### src/rtl/mmu_loop_cnt.sv
// Nested-loop address counter: walks up to N_LOOP nested loops (loop 0 innermost),
// each with its own trip count and stride. It emits one address per accepted beat
// on a valid/ready stream, flags the final beat, and pulses done afterwards.
module mmu_loop_cnt #(
  parameter int unsigned DIM_ADDR = 12,
  parameter int unsigned DIM_STEP = 3,
  parameter int unsigned DIM_TRIP = 8,
  parameter int unsigned N_LOOP   = 3
) (
  input  logic                         clk,
  input  logic                         rst,
  input  logic                         clr,
  input  logic                         start,
  input  logic [DIM_ADDR-1:0]          base,
  input  logic [N_LOOP*DIM_TRIP-1:0]   trip,
  input  logic [N_LOOP*DIM_STEP-1:0]   stride,
  input  logic                         mm_ss,
  input  logic                         ready,
  output logic                         valid,
  output logic [DIM_ADDR-1:0]          addr_o,
  output logic                         last,
  output logic                         busy,
  output logic                         done
);

  typedef enum logic [1:0] {
    S_IDLE = 2'd0,
    S_RUN  = 2'd1,
    S_DONE = 2'd2
  } state_t;

  state_t              state_q, state_nxt;
  logic [DIM_ADDR-1:0] acc_q, acc_nxt;
  logic                mm_ss_q, mm_ss_nxt;
  logic [DIM_TRIP-1:0] tmax_q     [N_LOOP];
  logic [DIM_TRIP-1:0] tmax_nxt   [N_LOOP];
  logic [DIM_STEP-1:0] stride_q   [N_LOOP];
  logic [DIM_STEP-1:0] stride_nxt [N_LOOP];
  logic [DIM_TRIP-1:0] idx_q      [N_LOOP];
  logic [DIM_TRIP-1:0] idx_nxt    [N_LOOP];
  logic [DIM_ADDR-1:0] lvl_q      [N_LOOP];
  logic [DIM_ADDR-1:0] lvl_nxt    [N_LOOP];
  logic                valid_nxt, last_nxt, busy_nxt, done_nxt;
  logic [DIM_ADDR-1:0] addr_nxt;

  // Carry chain: sel marks the loop that advances, upd marks it and every loop below it
  logic [N_LOOP-1:0]   sel, upd;
  logic [DIM_ADDR-1:0] sum [N_LOOP];
  logic [DIM_ADDR-1:0] nxt;

  // One adder per loop; lowest non-saturated loop wins, selection resolved in one cycle
  always_comb begin : carry_chain
    logic lo_max;
    logic cov;
    lo_max = 1'b1;
    cov    = 1'b0;
    nxt    = '0;
    sel    = '0;
    upd    = '0;
    for (int k = 0; k < N_LOOP; k++) begin
      sum[k] = lvl_q[k] + DIM_ADDR'(stride_q[k]);
      sel[k] = lo_max & (idx_q[k] != tmax_q[k]);
      lo_max = lo_max & (idx_q[k] == tmax_q[k]);
      if (sel[k]) nxt = sum[k];
    end
    for (int k = N_LOOP - 1; k >= 0; k--) begin
      cov    = cov | sel[k];
      upd[k] = cov;
    end
  end

  // Next-state, datapath and registered-output values
  always_comb begin : next_logic
    logic all_max;
    state_nxt  = state_q;
    acc_nxt    = acc_q;
    mm_ss_nxt  = mm_ss_q;
    tmax_nxt   = tmax_q;
    stride_nxt = stride_q;
    idx_nxt    = idx_q;
    lvl_nxt    = lvl_q;
    valid_nxt  = valid;
    last_nxt   = last;
    busy_nxt   = busy;
    done_nxt   = 1'b0;
    all_max    = 1'b1;

    case (state_q)
      S_IDLE: begin
        if (start) begin
          state_nxt = S_RUN;
          acc_nxt   = base;
          mm_ss_nxt = mm_ss;
          valid_nxt = 1'b1;
          busy_nxt  = 1'b1;
          for (int k = 0; k < N_LOOP; k++) begin
            // trip of 0 behaves as trip of 1, so the terminal index is 0 either way
            tmax_nxt[k]   = (trip[k*DIM_TRIP +: DIM_TRIP] == '0) ? '0
                            : trip[k*DIM_TRIP +: DIM_TRIP] - DIM_TRIP'(1);
            stride_nxt[k] = stride[k*DIM_STEP +: DIM_STEP];
            idx_nxt[k]    = '0;
            lvl_nxt[k]    = base;
            all_max       = all_max & (trip[k*DIM_TRIP +: DIM_TRIP] <= DIM_TRIP'(1));
          end
          last_nxt = all_max;
        end
      end
      S_RUN: begin
        if (valid && ready) begin
          if (last) begin
            state_nxt = S_DONE;
            valid_nxt = 1'b0;
            last_nxt  = 1'b0;
            busy_nxt  = 1'b0;
            done_nxt  = 1'b1;
          end else begin
            acc_nxt = nxt;
            for (int k = 0; k < N_LOOP; k++) begin
              if (sel[k])      idx_nxt[k] = idx_q[k] + DIM_TRIP'(1);
              else if (upd[k]) idx_nxt[k] = '0;
              if (upd[k])      lvl_nxt[k] = nxt;
              all_max = all_max & (idx_nxt[k] == tmax_q[k]);
            end
            last_nxt = all_max;
          end
        end
      end
      S_DONE: begin
        state_nxt = S_IDLE;
        valid_nxt = 1'b0;
        last_nxt  = 1'b0;
        busy_nxt  = 1'b0;
      end
      default: begin
        state_nxt = S_IDLE;
        valid_nxt = 1'b0;
        last_nxt  = 1'b0;
        busy_nxt  = 1'b0;
      end
    endcase

    // Word mode shifts only the presented address; acc keeps byte granularity
    addr_nxt = mm_ss_nxt ? (acc_nxt >> 2) : acc_nxt;
  end

  // State register; clr aborts exactly like reset
  always_ff @(posedge clk) begin
    if (rst || clr) begin
      state_q <= S_IDLE;
    end else begin
      state_q <= state_nxt;
    end
  end

  // Datapath and output registers
  always_ff @(posedge clk) begin
    if (rst || clr) begin
      acc_q   <= '0;
      mm_ss_q <= 1'b0;
      valid   <= 1'b0;
      last    <= 1'b0;
      busy    <= 1'b0;
      done    <= 1'b0;
      addr_o  <= '0;
      for (int k = 0; k < N_LOOP; k++) begin
        tmax_q[k]   <= '0;
        stride_q[k] <= '0;
        idx_q[k]    <= '0;
        lvl_q[k]    <= '0;
      end
    end else begin
      acc_q   <= acc_nxt;
      mm_ss_q <= mm_ss_nxt;
      valid   <= valid_nxt;
      last    <= last_nxt;
      busy    <= busy_nxt;
      done    <= done_nxt;
      addr_o  <= addr_nxt;
      for (int k = 0; k < N_LOOP; k++) begin
        tmax_q[k]   <= tmax_nxt[k];
        stride_q[k] <= stride_nxt[k];
        idx_q[k]    <= idx_nxt[k];
        lvl_q[k]    <= lvl_nxt[k];
      end
    end
  end

endmodule

### config.mk
export PLATFORM = sky130hd
export DESIGN_NAME = mmu_loop_cnt
export DESIGN_NICKNAME = d
export VERILOG_FILES = /design/src/rtl/mmu_loop_cnt.sv
export SDC_FILE = /design/constraint.sdc
export NUM_CORES = 1
export LEC_CHECK = 0
export CORE_ASPECT_RATIO = 2
export CORE_UTILIZATION = 55
export DETAILED_ROUTE_END_ITERATION = 10
export GPL_ROUTABILITY_DRIVEN = 0
export HOLD_SLACK_MARGIN = 0.15
export PLACE_DENSITY_LB_ADDON = 0.3
export SLEW_MARGIN = 20
export SYNTH_ARGS = -nofsm -noshare
export SYNTH_HDL_FRONTEND = slang
export SYNTH_SLANG_ARGS = --single-unit
### constraint.sdc
create_clock -name clk -period 2.83 [get_ports clk]
set_input_delay 0.7075 -clock clk [delete_from_list [all_inputs] [get_ports clk]]
set_output_delay 0.7075 -clock clk [all_outputs]
set_load 0.02 [all_outputs]
**Yosys cells after proc, flatten, opt, wreduce, memory -nomap -nowiden**

Cells that the tools add are included.

- Bits in registers: 123
- Output and inout bits: 16

- Add/subtract/negate cells: 9
- $lt $le $gt $ge: 3
- Equal/unequal tests: 16
- Mux-type cells: 51
- Bitwise gates (word level): 11
- Reductions and logical operators: 16

Operators by type and width:

| cell | number |
|---|---|
| $mux W8 | 17 |
| $mux W12 | 9 |
| $mux W36 | 3 |
| $mux W24 | 3 |
| $pmux W36 S2 | 1 |
| $pmux W24 S2 | 1 |
| $eq A8 B8 Y1 | 5 |
| $add A12 B3 Y12 | 3 |
| $add A8 B1 Y8 const B | 3 |
| $le A8 B1 Y1 const B | 3 |
| $logic_not A8 Y1 | 3 |
| $ne A8 B8 Y1 | 3 |
| $pmux W12 S2 | 1 |
| $sub A8 B1 Y8 const B | 3 |
| $reduce_and A5 Y1 | 3 |
| $ne A2 B2 Y1 const B | 7 |
| $mux W10 | 1 |
| $mux W1 | 9 |
| $and A1 B1 Y1 | 7 |
| $mux W2 | 3 |
| $pmux W1 S2 | 2 |
| $pmux W2 S2 | 1 |
| $reduce_and A2 Y1 | 2 |
| $reduce_and A4 Y1 | 1 |
| 10 further kinds | 12 |

**Longest topological paths before layout**

- Word-level depth: 16
- Gate-level depth with buffers: 11
- Gate-level depth less buffers: 11

**Worst setup path before layout**

OpenSTA, ideal clock, no wires.

- Path type: input to register
- Start: input port ready
- End: register lvl_q[17] (netlist name)
- Library setup time: 0.070 ns
- Data arrival time: 2.390 ns
- Data required time: 2.760 ns
- Setup slack: 0.370 ns
- Stages on the path: 9
- Buffers on the path: 3
- Path through: and3_1 clkbuf_1 nor2_1 or2_2 clkbuf_1 a21oi_1 buf_2 nand2_1 a21oi_1

- Word-level cells in the longest chain between the ends: 3

RTL lines:

| item | RTL line | text |
|---|---|---|
| start: declaration | 18 | `input logic ready,` |
| $logic_and A1 B1 Y1 | 109 | `if (valid && ready) begin` |
| $ne A2 B2 Y1 (no source line) | -- |  |
| $reduce_and A5 Y1 (no source line) | -- |  |
| end signal: indexed assignment | 183 | `lvl_q[k] <= lvl_nxt[k];` |
| end: declaration | 41 | `logic [DIM_ADDR-1:0] lvl_q [N_LOOP];` |

No other way between the ends.
A chain may end at the register's enable or synchronous reset.

**Worst setup path in the final report**

- Start: register idx_q[22] (netlist name)
- End: register last

- Word-level cells in the longest chain between the ends: 16

RTL lines:

| item | RTL line | text |
|---|---|---|
| start: declaration | 39 | `logic [DIM_TRIP-1:0] idx_q [N_LOOP];` |
| start signal: indexed assignment | 182 | `idx_q[k] <= idx_nxt[k];` |
| $eq A8 B8 Y1 | 63 | `lo_max = lo_max & (idx_q[k] == tmax_q[k]);` |
| $and A1 B1 Y1 | 63 |  |
| $and A1 B1 Y1 | 62 | `sel[k] = lo_max & (idx_q[k] != tmax_q[k]);` |
| $or A1 B1 Y1 (2 in a row) | 67 | `cov = cov \| sel[k];` |
| $mux W8 | 120 | `else if (upd[k]) idx_nxt[k] = '0;` |
| $mux W8 | 119 | `if (sel[k]) idx_nxt[k] = idx_q[k] + DIM_TRIP'(1);` |
| $mux W8 | 110 | `if (last) begin` |
| $mux W8 | 109 |  |
| $mux W8 | 88 | `case (state_q)` |
| $eq A8 B8 Y1 | 122 | `all_max = all_max & (idx_nxt[k] == tmax_q[k]);` |
| $and A1 B1 Y1 | 122 |  |
| $and A1 B1 Y1 * | 122 |  |
| $mux W1 * | 110 |  |
| $mux W1 * | 109 |  |
| $pmux W1 S2 * | 88 |  |
| end signal: assignment | 175 | `last <= last_nxt;` |
| end: declaration | 21 | `output logic last,` |

Mark *: on every way between the ends. The rest lies on a longest branch, timed or not. The select of a mux whose other input is x is not followed.

==> flow_summary.yaml <==
detailed_routing:
  vias_per_cell: 6.33
  drt-initial-drc-count: 621
  wire_per_inst_um: 19.5
  first_pass_iters: 5
  num_vias: 7893
  ant_nets: 0
  route.detailed.drc: 0
  wl_um: 24300
synthesis:
  async_flop_share_pct: 0
  synth_area_per_cell_um2: 8.03
  synth_cell_type_count: 78
  synthMuxAreaShare_pct: 0.823
  synth-edff-count: 0
  synth-xor-area-share_pct: 9.81
  yosys_warnings: 0
  ys_seq_elements: 122
  synth_cells: 947
  synth_top_family_by_area: "simple AND/OR/NAND/NOR gates"
  synth_simple_gate_area_share_pct: 24.3
  synth_adder_area_share_pct: 3.75
  synth-compound-area-share_pct: 24.1
  yosysSeqAreaShare_pct: 32.1
  yosys_most_used_dff: "dfxtp_1"
  synth_area_mm2: 0.00760
  syn_nets: 1019
worst_hold_path:
  holdCritPathClass: "flip-flop to flip-flop"
  whs_path_depth: 2
  worstHoldStart: "stride_q[0]"
  min_to: "stride_q[0]"
sta:
  skew_ps: 12.9
  worst_slew_pin_slew_ps: 958
  fmax_mhz: 357
  slew_violations: 0
  rsz0062_at_grt: "yes"
  whs_ps: 463
  hold_viol: 0
  setup_viol: 0
  finalCritPeriodShare_pct: 99.1
  setup_tns_ps: 0
  period_minus_slack_ps: 2800
  slew-limit-headroom_pct: 36.1
die:
  die-width_um: 85.1
  io_pins: 67
  die_area_mm2: 0.0143
  chipHeight_um: 168
  row_count: 60
  core_area_mm2: 0.0134
  start_util_pct: 56.6
global_route:
  grt_max_degree: 85
  grt_pass1_vias: 7759
  grt_pass1_wl_um: 38600
  antenna_found_initial: 0
  grt_overflow: 0
  track_usage_pct: 35.3
clocking:
  cts_tree: "done"
  ctsHoldBuffers: 0
  cts_buffers: 17
  root_buffer: "clkbuf_16"
  clk_pin_slew_ps: 60
  clock-sinks: 122
  cts_setup_buffers: 0
  cts_buffer_depth: 2
  clock_latency_ps: 430
  htree_num_levels: 4
cells_and_area:
  antenna_cells: 0
  area_growth_pct: 25.8
  drive_gt1_share_pct: 16.6
  final_util_pct: 71.2
  final_area_mm2: 0.00956
  nets: 1151
critical_path:
  cp.required_ps: 3170
  critPathArrivalTime_ps: 3140
  r2r_cells: 7
  endpoint_kind: "flip-flop"
  start_kind: "flip-flop"
  r2r_start: "idx_q[22]"
  critPathKind: "flip-flop to flip-flop"
  critical_path.max_fanout: 7
  r2r_slack_ps: 30
  r2r_end: "last"
power:
  ir_drop_mv: 0.516
  p_per_area_mw_per_mm2: 524
  leakagePower_nw: 3.68
  totalPowerFinal_mw: 5.01
run:
  maxCapViolations: 0
placement:
  placed_area_mm2: 0.00895
  portBuffers: 66
  place_hpwl_um: 17900
outcome:
  status: "finished, final reports clean"
## metal layers
metal	vias to the layer above	wire length [um]	GRT usage (%)
met1	3689	8020	33.9
met2	353	12400	62.6
met4	0	2570	31.9
li1	3701	-	-
met3	150	1330	6.47
met5	-	0	0
## synthesized netlist by cell type (9+ instances only)
library cell | number | share of area (%)
a31oi_1 | 10 | 0.82
nand2b_1 | 10 | 0.82
ha_1 | 18 | 3.0
a221oi_1 | 10 | 1.2
buf_2 | 12 | 0.79
nand4_1 | 11 | 0.91
nor4_1 | 9 | 0.74
o21ai_0 | 47 | 3.1
nor2b_1 | 10 | 0.82
nor2_1 | 109 | 5.4
dfxtp_1 | 122 | 32
inv_1 | 21 | 1.0
and2_1 | 14 | 1.2
a21oi_1 | 78 | 5.1
xor2_1 | 24 | 2.8
a211oi_1 | 23 | 2.3
nand3_1 | 23 | 1.5
clkbuf_1 | 35 | 1.7
a22oi_1 | 23 | 2.3
xnor2_1 | 40 | 4.6
and3_1 | 11 | 0.91
nor3_1 | 30 | 2.0
nand2_1 | 102 | 5.0
## worst max-delay path, stage by stage, from the launching register on
cell	delay, ps
dfxtp_1	340
xnor2_1	310
nand4_4	220
or4_4	680
nor4_4	330
xor2_1	430
nand4_1	170
o31ai_2	230
## cell usage in the layout (no fill, tap or decap), types with 9 or more instances in the layout
| cell type | netlist | routed |
|---|---|---|
| a31oi_1 | 10 | 10 |
| and3_1 | 11 | 11 |
| and2_1 | 14 | 14 |
| a21oi_1 | 78 | 78 |
| nand4_1 | 11 | 11 |
| o21ai_0 | 47 | 46 |
| nor3_1 | 30 | 30 |
| clkbuf_16 | 0 | 17 |
| buf_4 | 4 | 106 |
| nor4_1 | 9 | 9 |
| nand3_1 | 23 | 23 |
| clkdlybuf4s50_1 | 0 | 66 |
| a211oi_1 | 23 | 20 |
| a221oi_1 | 10 | 10 |
| dfxtp_1 | 122 | 121 |
| ha_1 | 18 | 18 |
| inv_1 | 21 | 21 |
| nor2_1 | 109 | 109 |
| nand2_1 | 102 | 101 |
| nor2b_1 | 10 | 10 |
| a22oi_1 | 23 | 23 |
| xnor2_1 | 40 | 40 |
| xor2_1 | 24 | 24 |
| nand2b_1 | 10 | 10 |
## final cells by class
class / instances / area [um2]
clock buffer: 18 / 429
clock inverter: 14 / 148
fill: 1057 / 3870
inverter: 21 / 78.8
multi-input combinational: 745 / 4810
sequential: 122 / 2440
tap: 155 / 194
timing repair buffer: 172 / 1460
## report_power, final
group	switching, mW	internal [mW]
sequential	0.0536	1.78
clock	0.851	1.30
combinational	0.610	0.424
## registers in the layout (all words and copies together) (netlist names)
register  flops
mm_ss_q       1
acc_q        12
done          1
idx_q        24
tmax_q       24
lvl_q        36
addr_o       12
state_q       2
stride_q      9
last          1
## kinds of logic after synthesis
| logic type | after synthesis |
|---|---|
| buffers and inverters | 80 |
| muxes | 6 |
| xor gates and xnor gates | 74 |
| AOI/OAI and AO/OA | 274 |
| and+or+nand+nor | 370 |
| DFF | 122 |
| adders and majority gates | 21 |
## through the flow
stage | instances | setup slack (ps)
after floorplan | 947 | 370
after global placement | 1215 | -75.3
after detailed placement | 1215 | -138
after CTS | 1247 | 88.8
after global routing | 1247 | -48.5
final | 1247 | 25.2
## repair_timing
item / in CTS / in global routing
endpoints found under the hold margin: 0 / 0
resized for setup: 0 / 9
setup endpoints to repair: 0 / 13
## worst max-delay path by stage
stage / start / to / cells past startpoint
global placement: clr / last / 8
global route: stride_q[6] / lvl_q[18] / 11
CTS: idx_q[23] / last / 9
detailed placement: clr / last / 8
finish: idx_q[22] / last / 7
floorplan: ready / lvl_q[17] / 9
No activity file was read; power rests on OpenSTA's default activity.
